File: src/rtl/uart_pkg.sv
// Shared UART definitions for the RX and TX paths.
//   - frame state encoding (2-bit)
//   - data width
//   - bit-timing helper functions derived from clock frequency and line rate
package uart_pkg;

    localparam int unsigned DATA_W = 8;

    typedef logic [1:0] state_t;

    localparam state_t IDLE  = 2'd0;
    localparam state_t START = 2'd1;
    localparam state_t DATA  = 2'd2;
    localparam state_t STOP  = 2'd3;

    // Clocks per bit, integer floor.
    function automatic int unsigned calc_bit_cnt(input int unsigned clk_freq,
                                                 input int unsigned baud);
        return clk_freq / baud;
    endfunction

    // Clocks from the start edge to the start-bit centre.
    function automatic int unsigned calc_half_cnt(input int unsigned clk_freq,
                                                  input int unsigned baud);
        return calc_bit_cnt(clk_freq, baud) / 2;
    endfunction

endpackage

File: src/rtl/uart_rx_bps_module.sv
// Clearable baud counter for the UART receiver.
// Ports:
//   CLK, RST_N  clock, asynchronous active-low reset
//   clear       restart the count from zero (state entry)
//   run         count enable; counter held at zero while low
//   half_tick   count == HALF_CNT-1
//   full_tick   count == BIT_CNT-1 (counter wraps to zero)
module uart_rx_bps_module #(
    parameter int unsigned BIT_CNT  = 434,
    parameter int unsigned HALF_CNT = 217
) (
    input  logic CLK,
    input  logic RST_N,
    input  logic clear,
    input  logic run,
    output logic half_tick,
    output logic full_tick
);

    localparam int unsigned CNT_W = (BIT_CNT > 1) ? $clog2(BIT_CNT) : 1;

    logic [CNT_W-1:0] cnt_q;

    always_comb begin
        half_tick = (cnt_q == CNT_W'(HALF_CNT - 1));
        full_tick = (cnt_q == CNT_W'(BIT_CNT - 1));
    end

    always_ff @(posedge CLK or negedge RST_N) begin
        if (!RST_N) begin
            cnt_q <= '0;
        end else if (clear || !run || full_tick) begin
            cnt_q <= '0;
        end else begin
            cnt_q <= cnt_q + 1'b1;
        end
    end

endmodule

File: src/rtl/uart_rx_frame_module.sv
// UART 8N1 receive frame engine.
// Ports:
//   CLK, RST_N   clock, asynchronous active-low reset
//   RX_Pin_In    serial line (asynchronous, idle high)
//   RX_En_Sig    receiver enable; low aborts any frame and holds IDLE
//   RX_Data      last correctly framed byte
//   RX_Done_Sig  one-cycle pulse, new byte on RX_Data
//   RX_Err_Sig   one-cycle pulse, stop bit sampled low
//   RX_Busy      high whenever not IDLE
module uart_rx_frame_module
    import uart_pkg::*;
#(
    parameter int unsigned CLK_FREQ = 50000000,
    parameter int unsigned BAUD     = 115200
) (
    input  logic              CLK,
    input  logic              RST_N,
    input  logic              RX_Pin_In,
    input  logic              RX_En_Sig,
    output logic [DATA_W-1:0] RX_Data,
    output logic              RX_Done_Sig,
    output logic              RX_Err_Sig,
    output logic              RX_Busy
);

    localparam int unsigned BIT_CNT  = calc_bit_cnt(CLK_FREQ, BAUD);
    localparam int unsigned HALF_CNT = calc_half_cnt(CLK_FREQ, BAUD);

    logic sync1_q, sync2_q, sync3_q;
    logic line, start_edge;

    state_t state_q, state_d;
    logic [2:0]        bit_idx_q;
    logic [DATA_W-1:0] shift_q;
    logic [DATA_W-1:0] data_q;
    logic              done_q, err_q;
    logic              done_d, err_d, shift_en;
    logic              cnt_clear, cnt_run, half_tick, full_tick;

    // Two flops for metastability, a third only to see the falling edge.
    always_ff @(posedge CLK or negedge RST_N) begin
        if (!RST_N) begin
            sync1_q <= 1'b1;
            sync2_q <= 1'b1;
            sync3_q <= 1'b1;
        end else begin
            sync1_q <= RX_Pin_In;
            sync2_q <= sync1_q;
            sync3_q <= sync2_q;
        end
    end

    assign line       = sync2_q;
    assign start_edge = sync3_q & ~sync2_q;

    // State register.
    always_ff @(posedge CLK or negedge RST_N) begin
        if (!RST_N) begin
            state_q <= IDLE;
        end else begin
            state_q <= state_d;
        end
    end

    // Next-state logic.
    always_comb begin
        state_d = state_q;
        if (!RX_En_Sig) begin
            state_d = IDLE;
        end else begin
            unique case (state_q)
                IDLE:  if (start_edge) state_d = START;
                START: if (half_tick) state_d = line ? IDLE : DATA;
                DATA:  if (full_tick && bit_idx_q == 3'd7) state_d = STOP;
                STOP:  if (full_tick) state_d = IDLE;
            endcase
        end
    end

    // Output / datapath strobes.
    always_comb begin
        cnt_clear = (state_d != state_q);
        cnt_run   = (state_q != IDLE);
        shift_en  = RX_En_Sig && (state_q == DATA) && full_tick;
        done_d    = RX_En_Sig && (state_q == STOP) && full_tick && line;
        err_d     = RX_En_Sig && (state_q == STOP) && full_tick && !line;
        RX_Busy   = (state_q != IDLE);
    end

    uart_rx_bps_module #(
        .BIT_CNT  (BIT_CNT),
        .HALF_CNT (HALF_CNT)
    ) u_bps (
        .CLK       (CLK),
        .RST_N     (RST_N),
        .clear     (cnt_clear),
        .run       (cnt_run),
        .half_tick (half_tick),
        .full_tick (full_tick)
    );

    always_ff @(posedge CLK or negedge RST_N) begin
        if (!RST_N) begin
            bit_idx_q <= '0;
            shift_q   <= '0;
            data_q    <= '0;
            done_q    <= 1'b0;
            err_q     <= 1'b0;
        end else begin
            done_q <= done_d;
            err_q  <= err_d;
            if (shift_en) begin
                shift_q[bit_idx_q] <= line;
                bit_idx_q          <= bit_idx_q + 3'd1;
            end else if (state_q != DATA) begin
                bit_idx_q <= '0;
            end
            if (done_d) begin
                data_q <= shift_q;
            end
        end
    end

    assign RX_Data     = data_q;
    assign RX_Done_Sig = done_q;
    assign RX_Err_Sig  = err_q;

endmodule

File: config.mk
export PLATFORM = sky130hd
export DESIGN_NAME = uart_rx_frame_module
export DESIGN_NICKNAME = d
export VERILOG_FILES = /design/src/rtl/uart_pkg.sv /design/src/rtl/uart_rx_bps_module.sv /design/src/rtl/uart_rx_frame_module.sv
export SDC_FILE = /design/constraint.sdc
export NUM_CORES = 1
export LEC_CHECK = 0
export ABC_CLOCK_PERIOD_IN_PS = 4000
export BUFFER_PORTS_ARGS = -buffer_cell sky130_fd_sc_hd__buf_2
export CAP_MARGIN = 20
export CORE_ASPECT_RATIO = 1.1
export CORE_UTILIZATION = 62
export CTS_CLUSTER_DIAMETER = 50
export DETAILED_ROUTE_END_ITERATION = 6
export HOLD_SLACK_MARGIN = 0.15
export PLACE_DENSITY = 0.8
export SLEW_MARGIN = 20
export SYNTH_ARGS = -nofsm -noshare
export SYNTH_HDL_FRONTEND = slang
export SYNTH_HIERARCHICAL = 1
export SYNTH_SLANG_ARGS = --single-unit
File: constraint.sdc
create_clock -name CLK -period 4 [get_ports CLK]
set_clock_uncertainty 0.15 [all_clocks]
set_input_delay 0.8 -clock CLK [delete_from_list [all_inputs] [get_ports CLK]]
set_output_delay 0.8 -clock CLK [all_outputs]
set_load 0.005 [all_outputs]
Word level (Yosys, flattened, before mapping)
Index checks and enable logic that the tools add are counted.
Operators by class
  add/sub/neg operators: 2
  equality and inequality tests: 8
  bitwise gates (word level): 2
  order comparisons: 2
  reduce and logical (&&, ||, !) cells: 15
  muxes and demuxes: 13
Operator list (count)
  $mux W2: 6
  $add A9 B1 Y9 const B: 1
  $eq A9 B8 Y1 const B: 1
  $eq A9 B9 Y1 const B: 1
  $mux W9: 1
  $bwmux W8: 1
  $logic_and A1 B1 Y1: 8
  $pmux W2 S4: 1
  $mux W3: 2
  $eq A2 B2 Y1 const B: 2
  $lt A3 B4 Y1 const B: 1
  $reduce_bool A2 Y1: 2
  $add A3 B1 Y3 const B: 1
  $demux W1 S3: 1
  $eq A3 B3 Y1 const B: 1
  $ge A3 B1 Y1 const B: 1
  $eq A2 B1 Y1 const B: 1
  $logic_not A1 Y1: 2
  $logic_not A2 Y1: 1
  $logic_or A1 B1 Y1: 2
  $ne A2 B2 Y1: 1
  $ne A2 B2 Y1 const B: 1
  $and A1 B1 Y1: 1
  $mux W1: 1
  $not A1 Y1: 1
Storage, ports and cells
  output and inout bits: 11
  word-level logic and storage cells: 52
  input bits: 4
  register bits: 35

Longest topological paths before layout
  word-level depth: 9
  gate-level depth with buffers: 10
  gate-level depth less buffers: 10

Hierarchy
The synthesis kept the hierarchy.
By module, submodules not included
  uart_rx_frame_module: sequential area each 654.4 µm², cells each 94, instances 1, area each 1201.2 µm²
  uart_rx_bps_module: sequential area each 225.2 µm², cells each 48, instances 1, area each 514.2 µm²

Worst setup path before layout
No wires, ideal clock.
  kind: flip-flop to flip-flop
  start: reg u_bps.cnt_q[1]
  end: reg shift_q[1]
  cell stages (with the launch flop): 8
  clock period less this slack: 2487 ps
  arrival time: 2213 ps
  path buffers: 0
  required time: 3725 ps
  library setup time: 125 ps
  setup slack: 1513 ps
  cells stage by stage: dfrtp_1 > inv_1 > ha_1 > nand4bb_4 > nor3_1 > nand4b_1 > nor4b_2 > mux2_2
Between the ends
  cells in the longest elaborated chain, start to end: 2
RTL lines
  start, declared: RTL line uart_rx_bps_module.sv:22  | logic [CNT_W-1:0] cnt_q;
  start signal, assigned: RTL line uart_rx_bps_module.sv:35  | cnt_q <= cnt_q + 1'b1;
  $eq A9 B9 Y1: RTL line uart_rx_bps_module.sv:26  | full_tick = (cnt_q == CNT_W'(BIT_CNT - 1));
  via full_tick: RTL line uart_rx_frame_module.sv:38  | logic cnt_clear, cnt_run, half_tick, full_tick;
  $logic_and A1 B1 Y1: RTL line uart_rx_frame_module.sv:84  | shift_en = RX_En_Sig && (state_q == DATA) && full_tick;
  end signal, assigned by index: RTL line uart_rx_frame_module.sv:113  | shift_q[bit_idx_q] <= line;
  end, declared: RTL line uart_rx_frame_module.sv:34  | logic [DATA_W-1:0] shift_q;
The timed path passes the listed nets, and every way through them passes these cells.
A chain may end at the register's enable or synchronous reset.

Worst setup path in the final report
  start: reg u_bps.cnt_q[1]
  end: reg shift_q[3]
Same word-level chain as after synthesis.

==> impl_metrics.json <==
{
  "clock_insertion_delay_worst_skew_ns": 0.34,
  "power.ir.vdd_worst_uv": 422,
  "synth.area.top_cells": "sky130_fd_sc_hd__dfrtp_1 47%, sky130_fd_sc_hd__mux2_4 7.0%, sky130_fd_sc_hd__dfstp_2 4.6%",
  "timing.critical_path.from_type": "flop",
  "detail_route.vias_per_cell": 5.96,
  "synth_edf_count": 0,
  "final_period_minus_worst_setup_slack_ns": 2.94,
  "yosysWarningCount": 6,
  "postSynthCellCount": 142,
  "num_rows": 19,
  "vias": 1121,
  "cts-root-to-sink-buffers": 2,
  "switching_share": 0.200,
  "antenna_found_initial": 0,
  "synth_most_common_cell": "sky130_fd_sc_hd__dfrtp_1",
  "cts.sink_count": 35,
  "postCtsSetupBuffers": 0,
  "hold_ws_ns": 0.212,
  "grt_start_max_net_pins": 36,
  "post_drt_wl_per_cell_um": 16.9,
  "layout.filler_cells": 193,
  "number_of_buffers_created_by_cts": 5,
  "combined_area_of_the_multi_input_logic_cells_um2": 761,
  "power_frac_comb": 0.034,
  "max-slew-margin-rel": 0.451,
  "power-per-cell-area_mw_per_mm2": 372,
  "internal_power_mw": 0.560,
  "number_of_distinct_standard_cells_referenced_by_the_synthesized_netlist": 41,
  "ys.flop_type": "sky130_fd_sc_hd__dfrtp_1",
  "syn-num-nets": 151,
  "gpl.final_weighted_congestion": 0.754,
  "die_width_um": 52.2,
  "via_count_of_the_first_global_routing_pass": 1129,
  "drive_gt1_frac": 0.331,
  "reported_leakage_power_nw": 0.866,
  "status": "complete, no violations",
  "yosys_register_bits": 35,
  "netlist.area_leader.share": 0.467,
  "initial_core_util": 0.668,
  "post_cts_hold_buffer_count": 0,
  "async_flop_share": 1.00,
  "cp_max_fo": 8,
  "worst_setup_path_end_kind": "flop",
  "cp_data_arrival_time_ns": 3.02,
  "grt_setup_unrepaired": "false",
  "tightest_slew_ns": 0.817,
  "cpMaxStageDelayCell": "sky130_fd_sc_hd__nor3_1",
  "grt_overflow": 0,
  "report.final.slew_viol_count": 0,
  "antenna-diode-count": 0,
  "drt_first_pass_iters": 4,
  "globalRouteTotalUtil": 0.249,
  "register_share_of_total_power": 0.519,
  "finalSetupTns_ns": 0,
  "setup_violations": 0,
  "ys_top_cells_by_count": "32 x sky130_fd_sc_hd__dfrtp_1, 9 x sky130_fd_sc_hd__nand2_1, 8 x sky130_fd_sc_hd__a21oi_1, 8 x sky130_fd_sc_hd__mux2_4, 8 x sky130_fd_sc_hd__nor2_1",
  "detail-route-antenna-nets": 0,
  "p_clk_frac": 0.448,
  "area.sequential_um2": 880,
  "max_clock_freq_mhz": 341,
  "synth_area_mm2": 0.00172,
  "drt_drc_violations_left": 0,
  "core_area_mm2": 0.00257,
  "hpwlAfterDp_um": 2090,
  "cts_tree": "built",
  "critical-path-top-cell-by-count": "sky130_fd_sc_hd__nor3_1",
  "p_switching_mw": 0.140,
  "post_cts.resized_instances": 0,
  "category_of_the_most_critical_setup_path": "reg2reg",
  "ys_seq_area_frac": 0.513,
  "timing.critical_path.required_ns": 4.08,
  "cts_root_buf": "sky130_fd_sc_hd__clkbuf_4",
  "die_height_um": 57.2,
  "syn_avg_cell_area_um2": 12.1,
  "global_route_wire_length_before_repair_um": 5240,
  "post-layout-total-power_mw": 0.700,
  "routed_wire_length_um": 3180,
  "crit_path_cell_trace": "inv_1, ha_1, nand4bb_4, nor3_1, nand4b_1, nor3_1, mux2_2",
  "worstHoldPathType": "reg2reg",
  "hold_violations": 0,
  "synth_area_leader_cell": "sky130_fd_sc_hd__dfrtp_1",
  "cpLargestDelayFamily": "simple AND/OR/NAND/NOR gates",
  "htree_num_levels": 2,
  "post_layout_nets": 165,
  "max_stage_delay_ns": 0.65,
  "cp_num_buf_inv": 1,
  "ios": 15,
  "max_cap_viol_count": 0,
  "design.die.area_mm2": 0.00298,
  "drtIter0Drc": 20,
  "clkSlewWorstSetupHoldPaths_ns": 0.11,
  "port-buffer-count": 14,
  "share_of_the_cycle_needed_by_the_critical_path_after_routing": 0.734,
  "area.growth.synth_to_final_pct": 9.63
}
==> worst paths after layout <==
kind	start	endpoint	slack, ns	depth (start not counted)
worst max register to register	u_bps/cnt_q[1]	shift_q[3]	1.06	7
worst min register to register	sync1_q	line	0.21	0
max in group asynchronous	RST_N	RX_Data[4]	2.84	1
worst min-delay path	sync1_q	line	0.21	0
min in group asynchronous	RST_N	shift_q[7]	0.37	1
worst max-delay path	u_bps/cnt_q[1]	shift_q[3]	1.06	7
==> power groups by stage <==
stage	Sequential [mW]	Clock, mW	Combinational (mW)
2_1_floorplan	0.367	0	0.0155
3_3_place_gp	0.369	0	0.0227
3_5_place_dp	0.369	0	0.0240
4_1_cts	0.363	0.321	0.0242
5_1_grt	0.364	0.338	0.0270
6_report	0.363	0.313	0.0235
==> per-stage QoR <==
stage                     utilization  cell area (um2)  cells  setup WS [ns]
after floorplan                     -             1720    142           1.51
after global placement          0.692             1780    180           1.31
after detailed placement        0.692             1780    180           1.17
after CTS                       0.732             1880    188           1.04
after global routing            0.732             1880    188          0.877
final                           0.732             1880    188           1.06
==> cell usage in the layout, fill, tap and decap left out, drive strengths merged, types with 2 or more instances in the layout <==
cell / instances
xnor2: 2
nor4b: 2
nand2b: 2
dfrtp: 32
nand4bb: 2
or3: 5
dfstp: 3
nand4b: 3
nor3: 4
o21ai: 6
clkbuf: 5
bufinv: 2
a21oi: 9
inv: 7
xor2: 2
ha: 5
buf: 14
mux2: 15
nor2: 8
nand2: 10
nand3: 5
==> cell type report <==
cell class,count,share of cell area
clock buffers,5,0.0200
well taps,31,0.0206
inverters,7,0.0140
multi-input cells,93,0.405
flip-flops and latches,35,0.468
clock inverters,3,0.0359
repair buffers,14,0.0373
==> worst register-to-register path: cells and delay by family, from the launching register on <==
kind	cells	cell delay, ns
flip-flops	1	0.42
AND/OR/NAND/NOR	4	1.60
multiplexers	1	0.37
adder cells (fa/ha/maj)	1	0.20
buffers and inverters	1	0.10
==> per-layer routing <==
metal / global-route usage / part of all wire / vias to the layer above
met2: 0.412 / 0.53 / 26
met5: 0 / 0 / -
met3: 0.0747 / 0.035 / 8
met1: 0.299 / 0.42 / 556
li1: - / - / 531
met4: 0.105 / 0.017 / 0
==> cell families (layout without fill, tap and decap cells) <==
logic type	Yosys count	in the layout	synth area share
compound gates	22	22	0.0897
simple gates	47	47	0.181
buf+inv	14	29	0.0438
mux	15	15	0.116
flops	35	35	0.513
fa+ha+maj	5	5	0.0365
xor+xnor	4	4	0.0204
==> state kept, by name, summed over array words and instances, names as in the netlist <==
| signal | cells |
|---|---|
| RX_Data | 8 |
| shift_q | 8 |
| state_q | 2 |
| bit_idx_q | 3 |
| RX_Done_Sig | 1 |
| sync1_q | 1 |
| line | 1 |
| RX_Err_Sig | 1 |
| sync3_q | 1 |
| u_bps/cnt_q | 9 |
(Power assumes the default switching activity.)
